### src/rtl/tpu_pkg.sv
// Shared types and default sizing for the instruction-fetch prefetcher.
package tpu_pkg;
  localparam int INS_W_DEF    = 64;
  localparam int ADDR_W_DEF   = 12;
  localparam int PF_DEPTH_DEF = 4;

  typedef enum logic [1:0] {
    ST_IDLE  = 2'd0,
    ST_FETCH = 2'd1,
    ST_WFI   = 2'd2
  } ifu_state_e;
endpackage

### src/rtl/sync_fifo.sv
// Single-clock FIFO with synchronous clear; push while full is accepted when a pop frees a slot.
module sync_fifo #(
  parameter  int W     = 8,
  parameter  int DEPTH = 4,
  localparam int AW    = (DEPTH > 1) ? $clog2(DEPTH) : 1
) (
  input  logic          clk,
  input  logic          rst,
  input  logic          clr,
  input  logic          push,
  input  logic [W-1:0]  wdata,
  input  logic          pop,
  output logic [W-1:0]  rdata,
  output logic          empty,
  output logic [AW:0]   count
);
  logic [W-1:0]  mem_q [DEPTH];
  logic [AW-1:0] wr_q, rd_q;
  logic [AW:0]   cnt_q;
  logic          full, do_push, do_pop;

  assign full    = (cnt_q == (AW+1)'(DEPTH));
  assign empty   = (cnt_q == '0);
  assign do_pop  = pop && !empty;
  assign do_push = push && (!full || do_pop);
  assign rdata   = mem_q[rd_q];
  assign count   = cnt_q;

  always_ff @(posedge clk) begin
    if (do_push) mem_q[wr_q] <= wdata;
  end

  always_ff @(posedge clk) begin
    if (rst || clr) begin
      wr_q  <= '0;
      rd_q  <= '0;
      cnt_q <= '0;
    end else begin
      if (do_push) wr_q <= wr_q + 1'b1;
      if (do_pop)  rd_q <= rd_q + 1'b1;
      cnt_q <= cnt_q + (AW+1)'(do_push) - (AW+1)'(do_pop);
    end
  end
endmodule

### src/rtl/ifu_prefetch.sv
// Instruction prefetcher: streams sequential reads from a 1-cycle imem into a small
// queue for the decoder, with start/redirect/WFI flushes.
module ifu_prefetch
  import tpu_pkg::*;
#(
  parameter int INS_W    = INS_W_DEF,
  parameter int ADDR_W   = ADDR_W_DEF,
  parameter int PF_DEPTH = PF_DEPTH_DEF
) (
  input  logic              clk,
  input  logic              rst,
  input  logic              start_vld,
  input  logic [ADDR_W-1:0] start_addr,
  input  logic              redir_vld,
  input  logic [ADDR_W-1:0] redir_addr,
  output logic              imem_req,
  output logic [ADDR_W-1:0] imem_addr,
  input  logic [INS_W-1:0]  imem_rdata,
  input  logic              idu_ifu_rdy,
  input  logic              idu_ifu_wfi,
  output logic              ifu_idu_vld,
  output logic [INS_W-1:0]  ifu_idu_ins,
  output logic [ADDR_W-1:0] ifu_idu_pc,
  output logic              ifu_busy
);
  localparam int EW = INS_W + ADDR_W;
  localparam int CW = ((PF_DEPTH > 1) ? $clog2(PF_DEPTH) : 1) + 1;
  localparam logic [CW:0] DEPTH_L = (CW+1)'(PF_DEPTH);

  ifu_state_e        state_q, state_d;
  logic [ADDR_W-1:0] pc_q, pc_d, infl_pc_q;
  logic              ep_q, ep_d, infl_q, infl_ep_q;
  logic              flush, req, push, pop, q_empty;
  logic [CW-1:0]     q_cnt;
  logic [CW:0]       occ;
  logic [EW-1:0]     q_head;

  // Each issued read is counted against the queue until it lands or is flushed.
  assign occ = {1'b0, q_cnt} + {{CW{1'b0}}, infl_q};

  always_comb begin
    state_d = state_q;
    pc_d    = pc_q;
    flush   = 1'b0;
    req     = 1'b0;
    unique case (state_q)
      ST_FETCH: begin
        if (start_vld) begin
          pc_d  = start_addr;
          flush = 1'b1;
        end else if (idu_ifu_wfi) begin
          state_d = ST_WFI;
          flush   = 1'b1;
        end else if (redir_vld) begin
          pc_d  = redir_addr;
          flush = 1'b1;
        end else if (occ < DEPTH_L) begin
          req  = 1'b1;
          pc_d = pc_q + 1'b1;
        end
      end
      default: begin
        if (start_vld) begin
          state_d = ST_FETCH;
          pc_d    = start_addr;
          flush   = 1'b1;
        end
      end
    endcase
    ep_d = flush ? ~ep_q : ep_q;
    if (rst) req = 1'b0;
  end

  always_ff @(posedge clk) begin
    if (rst) begin
      state_q   <= ST_IDLE;
      pc_q      <= '0;
      ep_q      <= 1'b0;
      infl_q    <= 1'b0;
      infl_ep_q <= 1'b0;
      infl_pc_q <= '0;
    end else begin
      state_q   <= state_d;
      pc_q      <= pc_d;
      ep_q      <= ep_d;
      infl_q    <= req;
      infl_ep_q <= ep_q;
      infl_pc_q <= pc_q;
    end
  end

  // A response landing in a flush cycle belongs to the old stream and is dropped.
  assign push = infl_q && (infl_ep_q == ep_q) && !flush;
  assign pop  = ifu_idu_vld && idu_ifu_rdy;

  sync_fifo #(.W(EW), .DEPTH(PF_DEPTH)) u_q (
    .clk   (clk),
    .rst   (rst),
    .clr   (flush),
    .push  (push),
    .wdata ({infl_pc_q, imem_rdata}),
    .pop   (pop),
    .rdata (q_head),
    .empty (q_empty),
    .count (q_cnt)
  );

  assign ifu_idu_vld = !q_empty;
  assign ifu_idu_ins = ifu_idu_vld ? q_head[INS_W-1:0] : '0;
  assign ifu_idu_pc  = ifu_idu_vld ? q_head[EW-1:INS_W] : '0;
  assign imem_req    = req;
  assign imem_addr   = pc_q;
  assign ifu_busy    = (state_q == ST_FETCH);
endmodule

### config.mk
export PLATFORM = sky130hd
export DESIGN_NAME = ifu_prefetch
export DESIGN_NICKNAME = d
export VERILOG_FILES = /design/src/rtl/tpu_pkg.sv /design/src/rtl/sync_fifo.sv /design/src/rtl/ifu_prefetch.sv
export SDC_FILE = /design/constraint.sdc
export NUM_CORES = 1
export LEC_CHECK = 0
export BUFFER_PORTS_ARGS = -buffer_cell sky130_fd_sc_hd__buf_2
export CORE_ASPECT_RATIO = 1.1
export CORE_MARGIN = 3
export CORE_UTILIZATION = 40
export CTS_CLUSTER_DIAMETER = 200
export DETAILED_ROUTE_END_ITERATION = 16
export PLACE_DENSITY_LB_ADDON = 0.08
export SYNTH_ARGS = -nofsm -noshare
export SYNTH_HDL_FRONTEND = slang
export SYNTH_HIERARCHICAL = 1
export SYNTH_SLANG_ARGS = --single-unit
### constraint.sdc
create_clock -name clk -period 3.28 [get_ports clk]
set_input_delay 0.328 -clock clk [delete_from_list [all_inputs] [get_ports clk]]
set_output_delay 0.328 -clock clk [all_outputs]
set_load 0.1 [all_outputs]
==> qor.yml <==
run:
  drv_cap: 0
clock_network:
  cts_inserted_buffers: 35
  post-cts-setup-buffers: 0
  clock_sinks: 342
  cts_resized: 0
  clock-root-buffer: "clkbuf_16"
  cts_tree: "yes"
  hold_buffers: 0
  cts_buffer_depth: 3
  cts_max_level: 2
  clk_latency_ns: 0.51
  cts.clk_slew.worst_paths_ns: 0.06
synth:
  synth-seq-area-share_pct: 73.5
  syn_inst: 705
  synth_cell_types: 54
  synthFlopType: "edfxtp_1"
  synth_area_leaders: "edfxtp_1 (68%), mux4_2 (13%), dfxtp_1 (5.7%), nor2b_1 (4.1%), ha_1 (0.74%)"
  async_flop_share_pct: 0
  synth-seq-cells: 342
  synthesis.nets: 808
  yosysTopAreaCell: "edfxtp_1"
  yosysWarnings: 6
  synth.avg_cell_area_sq_um: 19.1
  synth_top_area_share_pct: 67.9
  synth_edf_count: 304
  syn_area_sq_mm: 0.0134
worst_hold_path:
  hold_path.class: "input port to flop"
  min-delay-start: "imem_rdata[26]"
  hold_depth: 1
  min_to: "u_q/mem_q[0][26]"
die:
  placementRows: 69
  core-area_sq_mm: 0.0327
  die_h_microns: 198
  start_util_pct: 41.1
  dieArea_sq_mm: 0.0359
  die_w_microns: 181
  ios: 185
worst_setup_path:
  slowest_delay_ns: 0.40
  crit_path_start_kind: "flop"
  path_class: "flop to flop"
  cp_common_cell: "inv_1"
  crit_buf_inv: 4
  worst_ep_arrival_time_ns: 3.34
  r2r_cells: 14
  cp-end-kind: "flop"
  reg2reg_setup_slack_ns: 0.34
  cp_max_fo: 6
  startpoint: "state_q[1]"
  cp_num_cells: 14
  crit_chain: "nand2b_1, inv_1, a21oi_1, and3_1, and2_4, inv_1, ha_1, inv_1, ha_1, inv_1, fa_1, xnor2_1, xnor2_1, and2_1"
  timing.rr.end: "u_q/count[2]"
  r2r-start: "state_q[1]"
  crit_required_ns: 3.67
  cp_top_family: "simple AND/OR/NAND/NOR gates"
  slowest_stage: "dfxtp_1"
timing:
  fin_crit_ns: 2.94
  timing.fmax_mhz: 340
  drv_slew: 0
  period_share_pct: 89.7
  hold_viol: 0
  rsz0062_at_grt: "no"
  setup_viol_count_final: 0
  fin_ws_ns: 0.336
  setup_tns_ns: 0
  finalClockSkew_ns: 0.0101
  max_slew_margin_pct: 32.5
  worst_slew_pin_slew_ns: 1.01
global_route:
  grt_pass1_wl_microns: 42300
  grt_pass1_vias: 7362
  track_usage_pct: 15.1
  overflow: 0
  grt_max_degree: 78
  antenna_found_initial: 3
detailed_routing:
  firstDrtPassIters: 4
  wl_per_cell_microns: 20.1
  drc_errors: 0
  num_vias: 6861
  routed_wl_microns: 27200
  drtIter0Drc: 329
  via_per_inst: 5.07
  ant_nets: 0
power:
  ir_drop_mv: 0.354
  report.power.total_w: 0.00906
  p_per_area_mw_per_mm2: 563
  leakage_nw: 5.51
run_status:
  status: "complete, no violations"
placed_design:
  gp_congestion: 0.803
  place_worst_setup_slack_ns: 0.187
  portBuffers: 184
  hpwl_microns: 16400
finish:
  fill_cells: 2794
  syn2layout_area_growth_pct: 19.5
  fin_nets: 1006
  final_cell_mix: "edfxtp_1 (304), buf_2 (184), nor2b_1 (89)"
  final_common_cell: "edfxtp_1"
  drive_gt1_share_pct: 36.9
==> flip-flops by register name, indices dropped and copies added, names as in the netlist, named ones only <==
| name | count |
|---|---|
| infl_pc_q | 12 |
| infl_q | 1 |
| state_q | 2 |
| infl_ep_q | 1 |
| u_q/count | 3 |
| u_q/rd_q | 2 |
| ep_q | 1 |
| u_q/wr_q | 2 |
| u_q/mem_q | 304 |
| imem_addr | 12 |
==> report_power, final <==
part / switching (W) / internal, W / leakage (nW)
Clock: 0.00152 / 0.00227 / 0.561
Sequential: 0.0000491 / 0.00478 / 3.06
Combinational: 0.000312 / 0.000129 / 1.88
Total: 0.00188 / 0.00717 / 5.51
==> cells in the mapped netlist (all sizes together) (2+ instances only) <==
master,instances
o21ai,6
mux2i,6
clkbuf,12
nor2,15
dfxtp,38
nand3,5
nand2b,8
o211ai,3
o21a,2
xor2,2
o31a,2
a211oi,2
nor3,9
edfxtp,304
mux4,76
nand2,18
nand4,2
o311ai,5
a311oi,6
buf,24
nor2b,89
nor4,5
inv,16
ha,8
and2,3
xnor2,6
and3,5
a21oi,9
==> stage by stage <==
step	instance area, sq um	utilization (%)	instances	hold WS, ns
2_1_floorplan	13500	-	705	0.405
3_3_place_gp	15000	45.7	1292	0.445
3_5_place_dp	15000	45.7	1292	0.466
4_1_cts	16100	49.1	1353	0.00728
5_1_grt	16100	49.1	1354	0.0153
6_report	16100	49.1	1354	0.0299
==> how the worst max path moves through the flow <==
stage	end	slack, ns
floorplan	u_q/count[2]	0.006
global placement	u_q/count[2]	0.26
detailed placement	u_q/count[2]	0.19
CTS	ifu_idu_pc[11]	0.26
global route	u_q/count[2]	0.12
finish	u_q/count[2]	0.34
==> routing by layer <==
layer | global-route usage, % | vias up | routed length [microns]
met5 | 0 | - | 21
met4 | 3.58 | 4 | 443
met3 | 3.62 | 40 | 1730
met2 | 25.8 | 197 | 13600
met1 | 19.8 | 3433 | 11400
li1 | - | 3187 | -
==> logic make-up (layout without fill, tap and decap cells) <==
kind of cell	Yosys count	after routing	share of synthesized area [%]
muxes	83	83	13.3
buffers and inverters	52	274	1.95
and+or+nand+nor	168	168	7.35
other	0	1	0
DFF	342	342	73.5
xor gates and xnor gates	8	8	0.521
adders and majority gates	9	9	0.893
AOI/OAI and AO/OA	43	43	2.48
==> cell type report <==
cell class | count | area (sq um) | share of cell area [%]
clock inverters | 14 | 91.3 | 0.568
diodes | 1 | 2.50 | 0.0156
well taps | 426 | 533 | 3.32
multi-input cells | 311 | 3320 | 20.7
clock buffers | 47 | 1020 | 6.37
repair buffers | 197 | 1140 | 7.11
flip-flops and latches | 342 | 9900 | 61.6
inverters | 16 | 60.1 | 0.374
(Power assumes the default switching activity.)
